$ cat src/rtl/adc_filt_pkg.sv
// ============================================================================
// Module      : adc_filt_pkg
// Description : Shared width, state encoding and default hysteresis levels
//               for the ADC sample averaging filter.
// Revision    : 1.0 - initial release
// ============================================================================
`default_nettype none

package adc_filt_pkg;

    localparam int ADC_W = 12;

    localparam logic [ADC_W-1:0] c_thresh_hi_default = 12'd3000;
    localparam logic [ADC_W-1:0] c_thresh_lo_default = 12'd1000;

    typedef enum logic [0:0] {
        ACC  = 1'b0,
        LAST = 1'b1
    } state_t;

endpackage

`default_nettype wire

$ cat src/rtl/adc_hyst_cmp.sv
// ============================================================================
// Module      : adc_hyst_cmp
// Description : Hysteresis comparator evaluated only when a new value loads.
// Revision    : 1.0 - initial release
// ============================================================================
`default_nettype none

module adc_hyst_cmp
    import adc_filt_pkg::*;
#(
    parameter logic [ADC_W-1:0] THRESH_HI = c_thresh_hi_default,
    parameter logic [ADC_W-1:0] THRESH_LO = c_thresh_lo_default
) (
    input  logic             clock,
    input  logic             reset,
    input  logic             load,
    input  logic [ADC_W-1:0] value,
    output logic             over
);

    logic r_over;

    // Between the two levels the previous decision is kept.
    always_ff @(posedge clock or posedge reset) begin
        if (reset) begin
            r_over <= 1'b0;
        end else if (load) begin
            if (value >= THRESH_HI) begin
                r_over <= 1'b1;
            end else if (value <= THRESH_LO) begin
                r_over <= 1'b0;
            end
        end
    end

    assign over = r_over;

endmodule

`default_nettype wire

$ cat src/rtl/adc_sample_filter.sv
// ============================================================================
// Module      : adc_sample_filter
// Description : Block average of 2^LOG2_N ADC samples with valid/ready
//               output, sticky overrun and hysteresis flag.
//               Define ADC_FILT_MINMAX_EN to add per-window win_min/win_max.
// Revision    : 1.0 - initial release
// ============================================================================
`default_nettype none

module adc_sample_filter
    import adc_filt_pkg::*;
#(
    parameter int               LOG2_N    = 4,
    parameter logic [ADC_W-1:0] THRESH_HI = c_thresh_hi_default,
    parameter logic [ADC_W-1:0] THRESH_LO = c_thresh_lo_default
) (
    input  logic             clock,
    input  logic             reset,
    input  logic [ADC_W-1:0] sample,
    input  logic             sample_stb,
    output logic [ADC_W-1:0] avg,
    output logic             avg_valid,
    input  logic             avg_ready,
    input  logic             clr_ovr,
    output logic             over,
`ifdef ADC_FILT_MINMAX_EN
    output logic [ADC_W-1:0] win_min,
    output logic [ADC_W-1:0] win_max,
`endif
    output logic             overrun
);

    localparam int              c_acc_w    = ADC_W + LOG2_N;
    localparam logic [LOG2_N-1:0] c_last_cnt = LOG2_N'((1 << LOG2_N) - 2);

    state_t             r_state;
    logic [c_acc_w-1:0] r_acc;
    logic [LOG2_N-1:0]  r_cnt;
    logic [ADC_W-1:0]   r_avg;
    logic               r_avg_valid;
    logic               r_overrun;

    logic [c_acc_w-1:0] w_sum;
    logic [ADC_W-1:0]   w_new_avg;
    logic               w_complete;
    logic               w_accept;

    // Full window of maximum samples is N*4095, which fits c_acc_w bits.
    assign w_sum      = r_acc + c_acc_w'(sample);
    assign w_new_avg  = ADC_W'(w_sum >> LOG2_N);
    assign w_complete = sample_stb && (r_state == LAST);
    assign w_accept   = r_avg_valid && avg_ready;

    always_ff @(posedge clock or posedge reset) begin
        if (reset) begin
            r_state <= ACC;
            r_acc   <= '0;
            r_cnt   <= '0;
        end else if (sample_stb) begin
            case (r_state)
                ACC: begin
                    r_acc <= w_sum;
                    r_cnt <= r_cnt + LOG2_N'(1);
                    if (r_cnt == c_last_cnt) begin
                        r_state <= LAST;
                    end
                end
                LAST: begin
                    r_acc   <= '0;
                    r_cnt   <= '0;
                    r_state <= ACC;
                end
                default: r_state <= ACC;
            endcase
        end
    end

    always_ff @(posedge clock or posedge reset) begin
        if (reset) begin
            r_avg       <= '0;
            r_avg_valid <= 1'b0;
            r_overrun   <= 1'b0;
        end else begin
            if (w_complete) begin
                r_avg       <= w_new_avg;
                r_avg_valid <= 1'b1;
            end else if (w_accept) begin
                r_avg_valid <= 1'b0;
            end
            // A fresh overwrite outranks a simultaneous clear.
            if (w_complete && r_avg_valid && !avg_ready) begin
                r_overrun <= 1'b1;
            end else if (clr_ovr) begin
                r_overrun <= 1'b0;
            end
        end
    end

    assign avg       = r_avg;
    assign avg_valid = r_avg_valid;
    assign overrun   = r_overrun;

    adc_hyst_cmp #(
        .THRESH_HI (THRESH_HI),
        .THRESH_LO (THRESH_LO)
    ) u_hyst (
        .clock (clock),
        .reset (reset),
        .load  (w_complete),
        .value (w_new_avg),
        .over  (over)
    );

`ifdef ADC_FILT_MINMAX_EN
    logic [ADC_W-1:0] r_run_min;
    logic [ADC_W-1:0] r_run_max;
    logic [ADC_W-1:0] r_win_min;
    logic [ADC_W-1:0] r_win_max;
    logic             w_first;
    logic [ADC_W-1:0] w_min;
    logic [ADC_W-1:0] w_max;

    // The first sample of a window re-seeds both running trackers.
    assign w_first = (r_state == ACC) && (r_cnt == '0);
    assign w_min   = (w_first || (sample < r_run_min)) ? sample : r_run_min;
    assign w_max   = (w_first || (sample > r_run_max)) ? sample : r_run_max;

    always_ff @(posedge clock or posedge reset) begin
        if (reset) begin
            r_run_min <= '0;
            r_run_max <= '0;
            r_win_min <= '0;
            r_win_max <= '0;
        end else if (sample_stb) begin
            r_run_min <= w_min;
            r_run_max <= w_max;
            if (w_complete) begin
                r_win_min <= w_min;
                r_win_max <= w_max;
            end
        end
    end

    assign win_min = r_win_min;
    assign win_max = r_win_max;
`endif

endmodule

`default_nettype wire
$ cat config.mk
export PLATFORM = sky130hd
export DESIGN_NAME = adc_sample_filter
export DESIGN_NICKNAME = d
export VERILOG_FILES = /design/src/rtl/adc_filt_pkg.sv /design/src/rtl/adc_hyst_cmp.sv /design/src/rtl/adc_sample_filter.sv
export SDC_FILE = /design/constraint.sdc
export NUM_CORES = 1
export LEC_CHECK = 0
export ABC_AREA = 1
export CORE_UTILIZATION = 55
export DETAILED_ROUTE_END_ITERATION = 8
export HOLD_SLACK_MARGIN = 0.15
export PLACE_DENSITY = 0.8
export SLEW_MARGIN = 20
export SYNTH_ARGS = -nofsm -noshare
export SYNTH_HDL_FRONTEND = slang
export SYNTH_SLANG_ARGS = --single-unit
$ cat constraint.sdc
create_clock -name clock -period 2.7 [get_ports clock]
set_input_delay 0.27 -clock clock [delete_from_list [all_inputs] [get_ports clock]]
set_output_delay 0.27 -clock clock [all_outputs]
set_load 0.05 [all_outputs]
==> results.ini <==
[detailed_routing]
via_per_inst=5.26
wl_per_cell_um=12.8
vias=2060
drtAntennaViolNets=0
drc=0
routed_wl_um=5030
drt-initial-drc-count=107
dr.pass1.iters=4

[power]
ir_drop_mv=0.616
power_frac_comb_pct=59.3
switchingPower_mw=1.70
swShare_pct=49.0
p_leak_nw=1.42
p_per_area_mw_per_mm2=1250
seq_power_share_pct=26.8
p_total_mw=3.46
p_int_mw=1.76
p_clk_share_pct=13.9

[clock_network]
cts_resized=0
cts_root_buffer=clkbuf_8
hold_buffers=0
post_cts_buffers=0
clk_latency_ns=0.29
numClockSinks=36
cts_buffer_depth=2
clk_pin_slew_ns=0.08
cts_made_buffers=5
cts_tree=yes
h-tree-depth=2

[place]
dp_hpwl_um=3810
portBuffers=31
routabilityCongestion=0.907

[worst_setup_path]
start_kind=input port
crit_path_top_delay_cell=clkdlybuf4s50_1
crit_type=input port to register
cpLargestDelayFamily=simple AND/OR/NAND/NOR gates
crit_buf_inv=3
critPathCaptureType=register
worstPathMaxFanout=3
worstPathArrival_ns=2.45
path_cells=clkdlybuf4s50_1 -> ha_1 -> inv_1 -> fa_1 -> inv_1 -> nand3_1 -> nand2_2 -> nand2_1 -> nand2_2 -> nand2_2 -> nand2_2 -> nand2_1 -> nand2_2 -> nand3_2 -> nor2_1 -> nand2_1 -> nand2_1 -> nand2_1
critPathRequiredTime_ns=2.89
critPathMaxStageDelay_ns=0.47

[timing]
finalSetupViolations=0
drv_slew=0
finalHoldViolations=0
timing.final.crit_share_pct=83.6
min_period_ns=2.26
max_freq_mhz=443
rsz0062_at_grt=false
worst_pin_slew_ns=0.526
skew_ns=0.00619
fin_setup_tns_ns=0
slew_headroom_pct=64.9

[finish]
num_antenna_cells=0
multiInputGateArea_mm2=0.00117
seq_area_um2=901
areaGrowthSynthToFinish_pct=22.4
n_fill_cell=326
layout_commonest_cell=nand2_1
final_cell_mix=92 x nand2_1, 41 x inv_1, 36 x dfrtp_1
nets=375
drive_gt1_share_pct=12.8

[logic_synthesis]
syn-instance-count=304
yosysSeqAreaShare_pct=39.8
yosys_register_bits=36
netlist_area_mm2=0.00226
ys_warn_count=0
syn_nets=336
avgSynthCellArea_um2=7.45
synth.area.top_cells=dfrtp_1 40%, nand2_1 15%, ha_1 7.7%
ys_types=30
synth_top_area_cell=dfrtp_1
synth_top_area_share_pct=39.8

[worst_hold_path]
hp-class=input port to async pin

[die]
die_x_um=66.2
die_y_um=66.2
die_area_mm2=0.00438
placementRows=22
ioPinCount=32
coreArea_mm2=0.00380
start_util_pct=59.6

[grt]
overflow=0
grt_pass1_wl_um=8590
track_usage_pct=26.3
grt_max_degree=37
antenna_found_initial=0
grt_pass1_vias=1939

[flow_run]
maxCapViolations=0

[run_status]
outcome=finished, final reports clean

sequential cells by signal, indices dropped and copies added (netlist names):
signal and flops:
r_cnt 4, r_acc 16, avg_valid 1, overrun 1, avg 12, r_state 1
u_hyst.over 1
cells in the mapped netlist:
| cell type | number |
|---|---|
| nand2_1 | 92 |
| inv_1 | 41 |
| dfrtp_1 | 36 |
| o21ai_0 | 24 |
| nor2_1 | 18 |
| nand3_1 | 17 |
| nand2_2 | 16 |
| ha_1 | 14 |
| o22ai_1 | 6 |
| a21oi_1 | 4 |
| a21oi_2 | 4 |
| clkbuf_1 | 4 |
| inv_2 | 4 |
| nand3b_1 | 4 |
| nand3_2 | 3 |
| nor2_2 | 2 |
| o21a_1 | 2 |
| a22o_1 | 1 |
| a41oi_1 | 1 |
| buf_2 | 1 |
| clkinv_1 | 1 |
| fa_1 | 1 |
| nand4_1 | 1 |
| nor3_1 | 1 |
| nor3_2 | 1 |
| o21ai_1 | 1 |
| o21bai_1 | 1 |
| o32ai_1 | 1 |
| xnor2_1 | 1 |
| xor2_1 | 1 |
cells by family after synthesis:
group                      synth area share [%]
AOI/OAI and AO/OA                          11.8
xor gates and xnor gates                  0.774
DFF                                        39.8
and+or+nand+nor                            30.6
buffers and inverters                      8.51
adders and majority gates                  8.62
worst reg2reg max path, delay by kind of cell (launching register included):
family,cells,cell delay [ns]
buffers and inverters,2,0.15
AND/OR/NAND/NOR,13,0.99
adder cells (fa/ha/maj),2,0.58
flip-flops,1,0.35
metrics by stage:
step                      hold WS [ns]  setup WS (ns)  cells  utilization, %  area, um2
final                            0.383          0.442    392            73.0       2770
after detailed placement         0.465          0.138    384            70.0       2660
after global placement           0.454          0.224    384            70.0       2660
after CTS                        0.404          0.442    392            73.0       2770
after floorplan                  0.375          0.775    304               -       2260
after global routing             0.444          0.316    392            73.0       2770
routing by layer:
| layer | track usage (%) | up-vias | part of all wire (%) |
|---|---|---|---|
| met5 | 0 | - | 0 |
| met4 | 9.57 | 0 | 2.3 |
| met3 | 6.72 | 13 | 3.5 |
| met2 | 44.9 | 46 | 49 |
| met1 | 31.9 | 950 | 45 |
| li1 | - | 1051 | - |
power by group through the flow:
| stage | clock network, mW | logic (mW) | registers, mW |
|---|---|---|---|
| 2_1_floorplan | 0 | 1.18 | 1.24 |
| 3_3_place_gp | 0 | 2.00 | 0.926 |
| 3_5_place_dp | 0 | 2.03 | 0.939 |
| 4_1_cts | 0.484 | 2.05 | 0.929 |
| 5_1_grt | 0.509 | 2.30 | 0.955 |
| 6_report | 0.479 | 2.05 | 0.928 |
path summary, 6_finish.rpt:
| check | from | endpoint | slack [ns] | cells past startpoint |
|---|---|---|---|---|
| setup / recovery | sample[0] | u_hyst.over$_DFFE_PP0P_ | 0.44 | 18 |
| hold / removal | reset | avg[1]$_DFFE_PP0P_ | 0.38 | 3 |
| setup reg to reg | r_acc[0]$_DFFE_PP0P_ | u_hyst.over$_DFFE_PP0P_ | 0.53 | 17 |
| hold reg to reg | r_cnt[3]$_DFFE_PP0P_ | r_cnt[3]$_DFFE_PP0P_ | 0.48 | 1 |
| max in group asynchronous | reset | avg[4]$_DFFE_PP0P_ | 2.00 | 3 |
| min in group clock | r_cnt[3]$_DFFE_PP0P_ | r_cnt[3]$_DFFE_PP0P_ | 0.48 | 1 |
layout make-up:
cell class                      count  share of cell area (%)
Inverter                           46                    6.23
Multi-Input combinational cell    217                    42.3
Clock buffer                        5                    2.48
Timing Repair Buffer               37                    12.8
Sequential cell                    36                    32.5
Clock inverter                      3                    1.53
Tap cell                           48                    2.17
Note: power is estimated with default switching activity, not from simulation.
